--- config.mk ---
export PLATFORM = sky130hd
export DESIGN_NAME = dmem_arbiter
export DESIGN_NICKNAME = d
export VERILOG_FILES = /design/src/rtl/dmem_arbiter.sv
export SDC_FILE = /design/constraint.sdc
export NUM_CORES = 1
export LEC_CHECK = 0
export CORE_AREA = 8 8 112 114
export CTS_BUF_LIST = sky130_fd_sc_hd__clkbuf_4 sky130_fd_sc_hd__clkbuf_8 sky130_fd_sc_hd__clkbuf_16
export CTS_CLUSTER_DIAMETER = 40
export DETAILED_ROUTE_END_ITERATION = 16
export DIE_AREA = 0 0 120 122
export PLACE_DENSITY = 0.81
export SYNTH_ARGS = -nofsm -noshare
export SYNTH_HDL_FRONTEND = slang
export SYNTH_SLANG_ARGS = --single-unit
--- constraint.sdc ---
create_clock -name i_clk -period 3.91 [get_ports i_clk]
set_input_delay 0.782 -clock i_clk [delete_from_list [all_inputs] [get_ports i_clk]]
set_output_delay 0.782 -clock i_clk [all_outputs]
set_load 0.1 [all_outputs]
--- src/rtl/dmem_arbiter.sv ---
// dmem_arbiter
//
// Shares one data memory between the CPU load/store path (port 0) and a
// host/debug/loader port (port 1). Port 0 has fixed priority. A starvation
// counter forces a port 1 grant after STARVE_LIM consecutive waiting cycles.
// Port 1 may lock the memory across a multi-word sequence.
//
// Ports
//   i_clk                    clock, all state on rising edge
//   i_rst_n                  asynchronous active-low reset
//   i_req0/1                 access request, held stable until granted
//   i_we0/1                  1 = write, 0 = read
//   i_addr0/1, i_wdata0/1    per-port byte address / write data
//   i_lock1                  port 1 keeps ownership after its current grant
//   o_gnt0/1                 combinational grant, transfer at the next edge
//   o_rvalid0/1              one-cycle pulse, read data valid
//   o_rdata0/1               registered read data, held until the next read
//   o_cpu_stall              port 0 requesting but not granted
//   o_mem_en, o_mem_we       memory access / write enable
//   o_mem_addr, o_mem_wdata  muxed address / write data (0 when idle)
//   i_mem_rdata              combinational read data from the memory
//
// State table
//   state    | meaning
//   ---------+------------------------------------------------
//   ST_ARB   | normal arbitration: starved port 1, else port 0, else port 1
//   ST_LOCK1 | port 1 owns the memory; port 0 is held off
module dmem_arbiter #(
    parameter int ADDR_W     = 32,
    parameter int DATA_W     = 32,
    parameter int STARVE_LIM = 4
) (
    input  logic              i_clk,
    input  logic              i_rst_n,
    input  logic              i_req0,
    input  logic              i_req1,
    input  logic              i_we0,
    input  logic              i_we1,
    input  logic [ADDR_W-1:0] i_addr0,
    input  logic [ADDR_W-1:0] i_addr1,
    input  logic [DATA_W-1:0] i_wdata0,
    input  logic [DATA_W-1:0] i_wdata1,
    input  logic              i_lock1,
    output logic              o_gnt0,
    output logic              o_gnt1,
    output logic              o_rvalid0,
    output logic              o_rvalid1,
    output logic [DATA_W-1:0] o_rdata0,
    output logic [DATA_W-1:0] o_rdata1,
    output logic              o_cpu_stall,
    output logic              o_mem_en,
    output logic              o_mem_we,
    output logic [ADDR_W-1:0] o_mem_addr,
    output logic [DATA_W-1:0] o_mem_wdata,
    input  logic [DATA_W-1:0] i_mem_rdata
);

    localparam int              CNT_W = $clog2(STARVE_LIM + 1);
    localparam logic [CNT_W-1:0] LIM  = CNT_W'(STARVE_LIM);

    typedef enum logic [0:0] {
        ST_ARB   = 1'b0,
        ST_LOCK1 = 1'b1
    } state_t;

    state_t             r_state;
    state_t             w_state_nxt;
    logic [CNT_W-1:0]   r_wait_cnt;
    logic               w_starved;
    logic               w_arb_gnt0;
    logic               w_arb_gnt1;
    logic               w_gnt0;
    logic               w_gnt1;
    logic               r_rvalid0;
    logic               r_rvalid1;
    logic [DATA_W-1:0]  r_rdata0;
    logic [DATA_W-1:0]  r_rdata1;
    logic               w_mem_we;
    logic [ADDR_W-1:0]  w_mem_addr;
    logic [DATA_W-1:0]  w_mem_wdata;

    assign w_starved = (r_wait_cnt == LIM);

    // ------------------------------------------------------------------
    // State register
    // ------------------------------------------------------------------
    always_ff @(posedge i_clk or negedge i_rst_n) begin
        if (!i_rst_n) begin
            r_state <= ST_ARB;
        end else begin
            r_state <= w_state_nxt;
        end
    end

    // ------------------------------------------------------------------
    // Grant decision and next state
    // ------------------------------------------------------------------
    always_comb begin
        w_arb_gnt0  = 1'b0;
        w_arb_gnt1  = 1'b0;
        w_state_nxt = r_state;
        case (r_state)
            ST_ARB: begin
                if (w_starved && i_req1) begin
                    w_arb_gnt1 = 1'b1;
                end else if (i_req0) begin
                    w_arb_gnt0 = 1'b1;
                end else if (i_req1) begin
                    w_arb_gnt1 = 1'b1;
                end
                if (w_arb_gnt1 && i_lock1) begin
                    w_state_nxt = ST_LOCK1;
                end
            end
            ST_LOCK1: begin
                w_arb_gnt1 = i_req1;
                // Dropping lock1 releases ownership whether or not a final
                // transfer happens this cycle; that transfer still completes.
                if (!i_lock1) begin
                    w_state_nxt = ST_ARB;
                end
            end
            default: begin
                w_state_nxt = ST_ARB;
            end
        endcase
    end

    // Grants are forced off while reset is held so the memory sees no
    // access even though the request inputs may be active.
    assign w_gnt0 = w_arb_gnt0 & i_rst_n;
    assign w_gnt1 = w_arb_gnt1 & i_rst_n;

    // ------------------------------------------------------------------
    // Port 1 starvation counter (saturating)
    // ------------------------------------------------------------------
    always_ff @(posedge i_clk or negedge i_rst_n) begin
        if (!i_rst_n) begin
            r_wait_cnt <= '0;
        end else if (!i_req1 || w_gnt1) begin
            r_wait_cnt <= '0;
        end else if (!w_starved) begin
            r_wait_cnt <= r_wait_cnt + CNT_W'(1);
        end
    end

    // ------------------------------------------------------------------
    // Memory-side mux
    // ------------------------------------------------------------------
    always_comb begin
        w_mem_we    = 1'b0;
        w_mem_addr  = '0;
        w_mem_wdata = '0;
        if (w_gnt0) begin
            w_mem_we    = i_we0;
            w_mem_addr  = i_addr0;
            w_mem_wdata = i_wdata0;
        end else if (w_gnt1) begin
            w_mem_we    = i_we1;
            w_mem_addr  = i_addr1;
            w_mem_wdata = i_wdata1;
        end
    end

    // ------------------------------------------------------------------
    // Read return: capture at the grant edge, pulse rvalid the next cycle
    // ------------------------------------------------------------------
    always_ff @(posedge i_clk or negedge i_rst_n) begin
        if (!i_rst_n) begin
            r_rvalid0 <= 1'b0;
            r_rvalid1 <= 1'b0;
            r_rdata0  <= '0;
            r_rdata1  <= '0;
        end else begin
            r_rvalid0 <= w_gnt0 & ~i_we0;
            r_rvalid1 <= w_gnt1 & ~i_we1;
            if (w_gnt0 && !i_we0) begin
                r_rdata0 <= i_mem_rdata;
            end
            if (w_gnt1 && !i_we1) begin
                r_rdata1 <= i_mem_rdata;
            end
        end
    end

    assign o_gnt0      = w_gnt0;
    assign o_gnt1      = w_gnt1;
    assign o_cpu_stall = i_req0 & ~w_gnt0;
    assign o_mem_en    = w_gnt0 | w_gnt1;
    assign o_mem_we    = w_mem_we;
    assign o_mem_addr  = w_mem_addr;
    assign o_mem_wdata = w_mem_wdata;
    assign o_rvalid0   = r_rvalid0;
    assign o_rvalid1   = r_rvalid1;
    assign o_rdata0    = r_rdata0;
    assign o_rdata1    = r_rdata1;

endmodule

==> reports/qor.yml <==
run_status:
  outcome: "completed"
die:
  initial_core_util_pct: 31.4
  io_pins: 302
  die_width_um: 120
  fp.dieH_um: 122
  fp.coreArea_um2: 10700
  fp-row-count: 38
  fp.dieArea_um2: 14600
yosys:
  seq_area_frac_synth_pct: 52.1
  syn-cell-area_um2: 3360
  synth.net_count: 417
  ys_seq_elements: 70
  avgSynthCellArea_um2: 13.6
  syn_inst: 248
  synth.distinct_cells: 27
  yosysWarnings: 0
clocking:
  cts_resized: 0
  cts_setup_buffers: 0
  cts_max_path_buffers: 2
  clkTransAtPathRegs_ps: 70
  cts.sinks: 70
  cts_hold_buffers: 0
  h-tree-depth: 3
  root_buffer: "clkbuf_8"
  cts_tree: "done"
  worst_skew_pair.late_latency_ps: 350
  cts_buffers: 9
grt:
  grt_overflow: 0
  antenna_found_initial: 0
  grt_pass1_vias: 3704
  grt_max_degree: 69
  grt_pass1_wl_um: 25300
  grt.total_usage_pct: 23.2
worst_setup_path:
  worstPathArrival_ps: 2590
  slowest_stage: "clkdlybuf4s50_1"
  crit_family: "buffers and inverters"
  worst_setup_path_end_kind: "primary output"
  cp_cell_sequence: "clkdlybuf4s50_1 > and2b_1 > and3_2 > buf_12 > a22o_1 > buf_12"
  crit_path_max_incr_delay_ps: 510
  start_kind: "input port"
  timing.critical_path.fanout_max: 68
  path_common_cell: "buf_12"
  worst-path-buf-inv: 3
  worst-setup-path-type: "input port to primary output"
  required_ps: 3130
worst_hold_path:
  hp-class: "input port to async pin"
placed_design:
  place_congestion: 0.940
  io_buffers: 301
  dp_cells: 675
  dp_hpwl_um: 14600
routing:
  postRouteWirelength_um: 17900
  vias_per_cell: 4.97
  drc: 0
  wl_per_cell_um: 25.8
  num_vias: 3438
  drt_iter0_drc: 192
  drt-pass1-iter-count: 4
  drtAntennaViolNets: 0
power_and_ir_drop:
  power_frac_comb_pct: 62.1
  total_power_w: 0.00413
  internal_power_w: 0.00194
  leakagePower_nw: 3.04
  sw_frac_of_total_pct: 53.1
  seqPwrFrac_pct: 23.4
  p_clk_share_pct: 14.5
  peakVddDrop_mv: 0.604
  power.density_nw_per_um2: 559
  p_switching_w: 0.00219
timing:
  worst_hold_slack_ps: 261
  max-slew-margin-rel_pct: 31.0
  worst_slew_pin_slew_ps: 1030
  timing.fmax_ghz: 0.296
  fin_crit_sh_pct: 86.3
  finalCriticalPeriod_ps: 3370
  maxSlewViolCount: 0
  setup_viol: 0
  fin_setup_tns_ps: 0
  clock_skew_ps: 13.6
  rsz0062_at_grt: "no"
  hold_viol: 0
finish:
  area_growth_pct: 120
  fillers: 762
  finalNetCount: 715
  stdcell_count: 692
  drive_gt1_share_pct: 29.2
  fin_util_pct: 69.1
flow_run:
  maxCapViolCount: 0
==> cell families (layout without fill, tap and decap cells) <==
logic type | Yosys count | after routing | share of synthesized area [%]
AO/OA/AOI/OAI | 72 | 72 | 18.7
multiplexers | 64 | 64 | 21.4
flip-flops | 70 | 70 | 52.1
adder cells (fa/ha/maj) | 2 | 2 | 0.744
other | 0 | 1 | 0
AND/OR/NAND/NOR | 17 | 17 | 2.76
buffers and inverters | 23 | 326 | 4.28
==> through the flow <==
step	worst slack (ps)	instance area (um^2)
after floorplan	358	3360
after global placement	566	7180
after detailed placement	572	7180
after CTS	557	7390
after global routing	463	7390
final	537	7390
==> power groups by stage <==
stage               Combinational (W)  Clock [W]  Sequential [W]
floorplan                    0.000594          0         0.00210
global placement              0.00256          0        0.000962
detailed placement            0.00257          0        0.000978
CTS                           0.00258   0.000615        0.000966
global route                  0.00262   0.000647        0.000983
finish                        0.00256   0.000601        0.000965
==> path summary, 6_finish.rpt <==
check | from | end | slack (ps) | depth (start not counted)
min in group i_clk | r_state | r_state | 500 | 1
max reg2reg | r_wait_cnt[0] | o_rdata1[1] | 1850 | 6
max in group asynchronous | i_rst_n | o_rdata0[31] | 2590 | 2
min | i_rst_n | r_wait_cnt[1] | 260 | 1
min reg2reg | r_state | r_state | 500 | 1
max | i_req0 | o_mem_we | 540 | 6
==> cells in the mapped netlist <==
cell type | instances | area, um^2
nor3_1 | 1 | 5.00
mux2_2 | 63 | 709
buf_4 | 1 | 7.51
and3_1 | 1 | 6.26
o22ai_1 | 2 | 12.5
inv_2 | 1 | 3.75
and4bb_2 | 1 | 12.5
nand3_1 | 3 | 15.0
nand2_1 | 6 | 22.5
ha_1 | 2 | 25.0
a21boi_0 | 1 | 7.51
dfrtp_1 | 70 | 1750
nor2_1 | 1 | 3.75
clkbuf_1 | 1 | 3.75
or2_2 | 1 | 6.26
o21a_1 | 1 | 7.51
nand3b_1 | 1 | 7.51
a22o_1 | 65 | 569
nor2b_1 | 1 | 6.26
buf_6 | 5 | 56.3
and2b_1 | 1 | 7.51
inv_1 | 2 | 7.51
o21ai_0 | 1 | 5.00
mux2_1 | 1 | 11.3
a21oi_1 | 1 | 5.00
a211oi_4 | 1 | 20.0
buf_2 | 13 | 65.1
==> flip-flops by register name, summed over array words and instances (netlist names) <==
signal / cells
o_rdata0: 32
r_wait_cnt: 3
r_state: 1
o_rdata1: 32
o_rvalid0: 1
o_rvalid1: 1
==> layout make-up <==
| cell class | count | area, um^2 | share of cell area, % |
|---|---|---|---|
| Timing Repair Buffer | 307 | 3770 | 51.0 |
| Sequential cell | 70 | 1750 | 23.7 |
| Multi-Input combinational cell | 155 | 1480 | 20.0 |
| Tap cell | 140 | 175 | 2.37 |
| Clock buffer | 10 | 138 | 1.86 |
| Clock inverter | 6 | 68.8 | 0.931 |
| Inverter | 3 | 11.3 | 0.152 |
| Antenna cell | 1 | 2.50 | 0.0338 |
==> worst reg2reg max path, stage by stage (launching register included) <==
cell and delay [ps]:
dfrtp_1 410, inv_1 90, ha_1 210, nand2_1 170, a211oi_4 220, buf_4 430, mux2_2 420
==> routing by layer <==
metal  up-vias  share of wire [%]  wire length, um  global-route usage (%)
met5         -                  0                0                       0
met4         0                1.7              308                    6.32
met3        17                8.1             1440                    7.91
met2       182                 54             9690                    43.5
met1      1694                 36             6420                    24.3
li1       1545                  -                -                       -
==> cell usage in the layout (no fill, tap or decap), types with 2 or more instances in the layout <==
master	n
clkdlybuf4s50_1	231
nand3_1	3
o22ai_1	2
nand2_1	6
clkbuf_8	10
clkinv_4	2
buf_12	71
dfrtp_1	70
mux2_2	63
ha_1	2
inv_1	2
a22o_1	65
buf_4	4
Note: power is estimated with default switching activity, not from simulation.
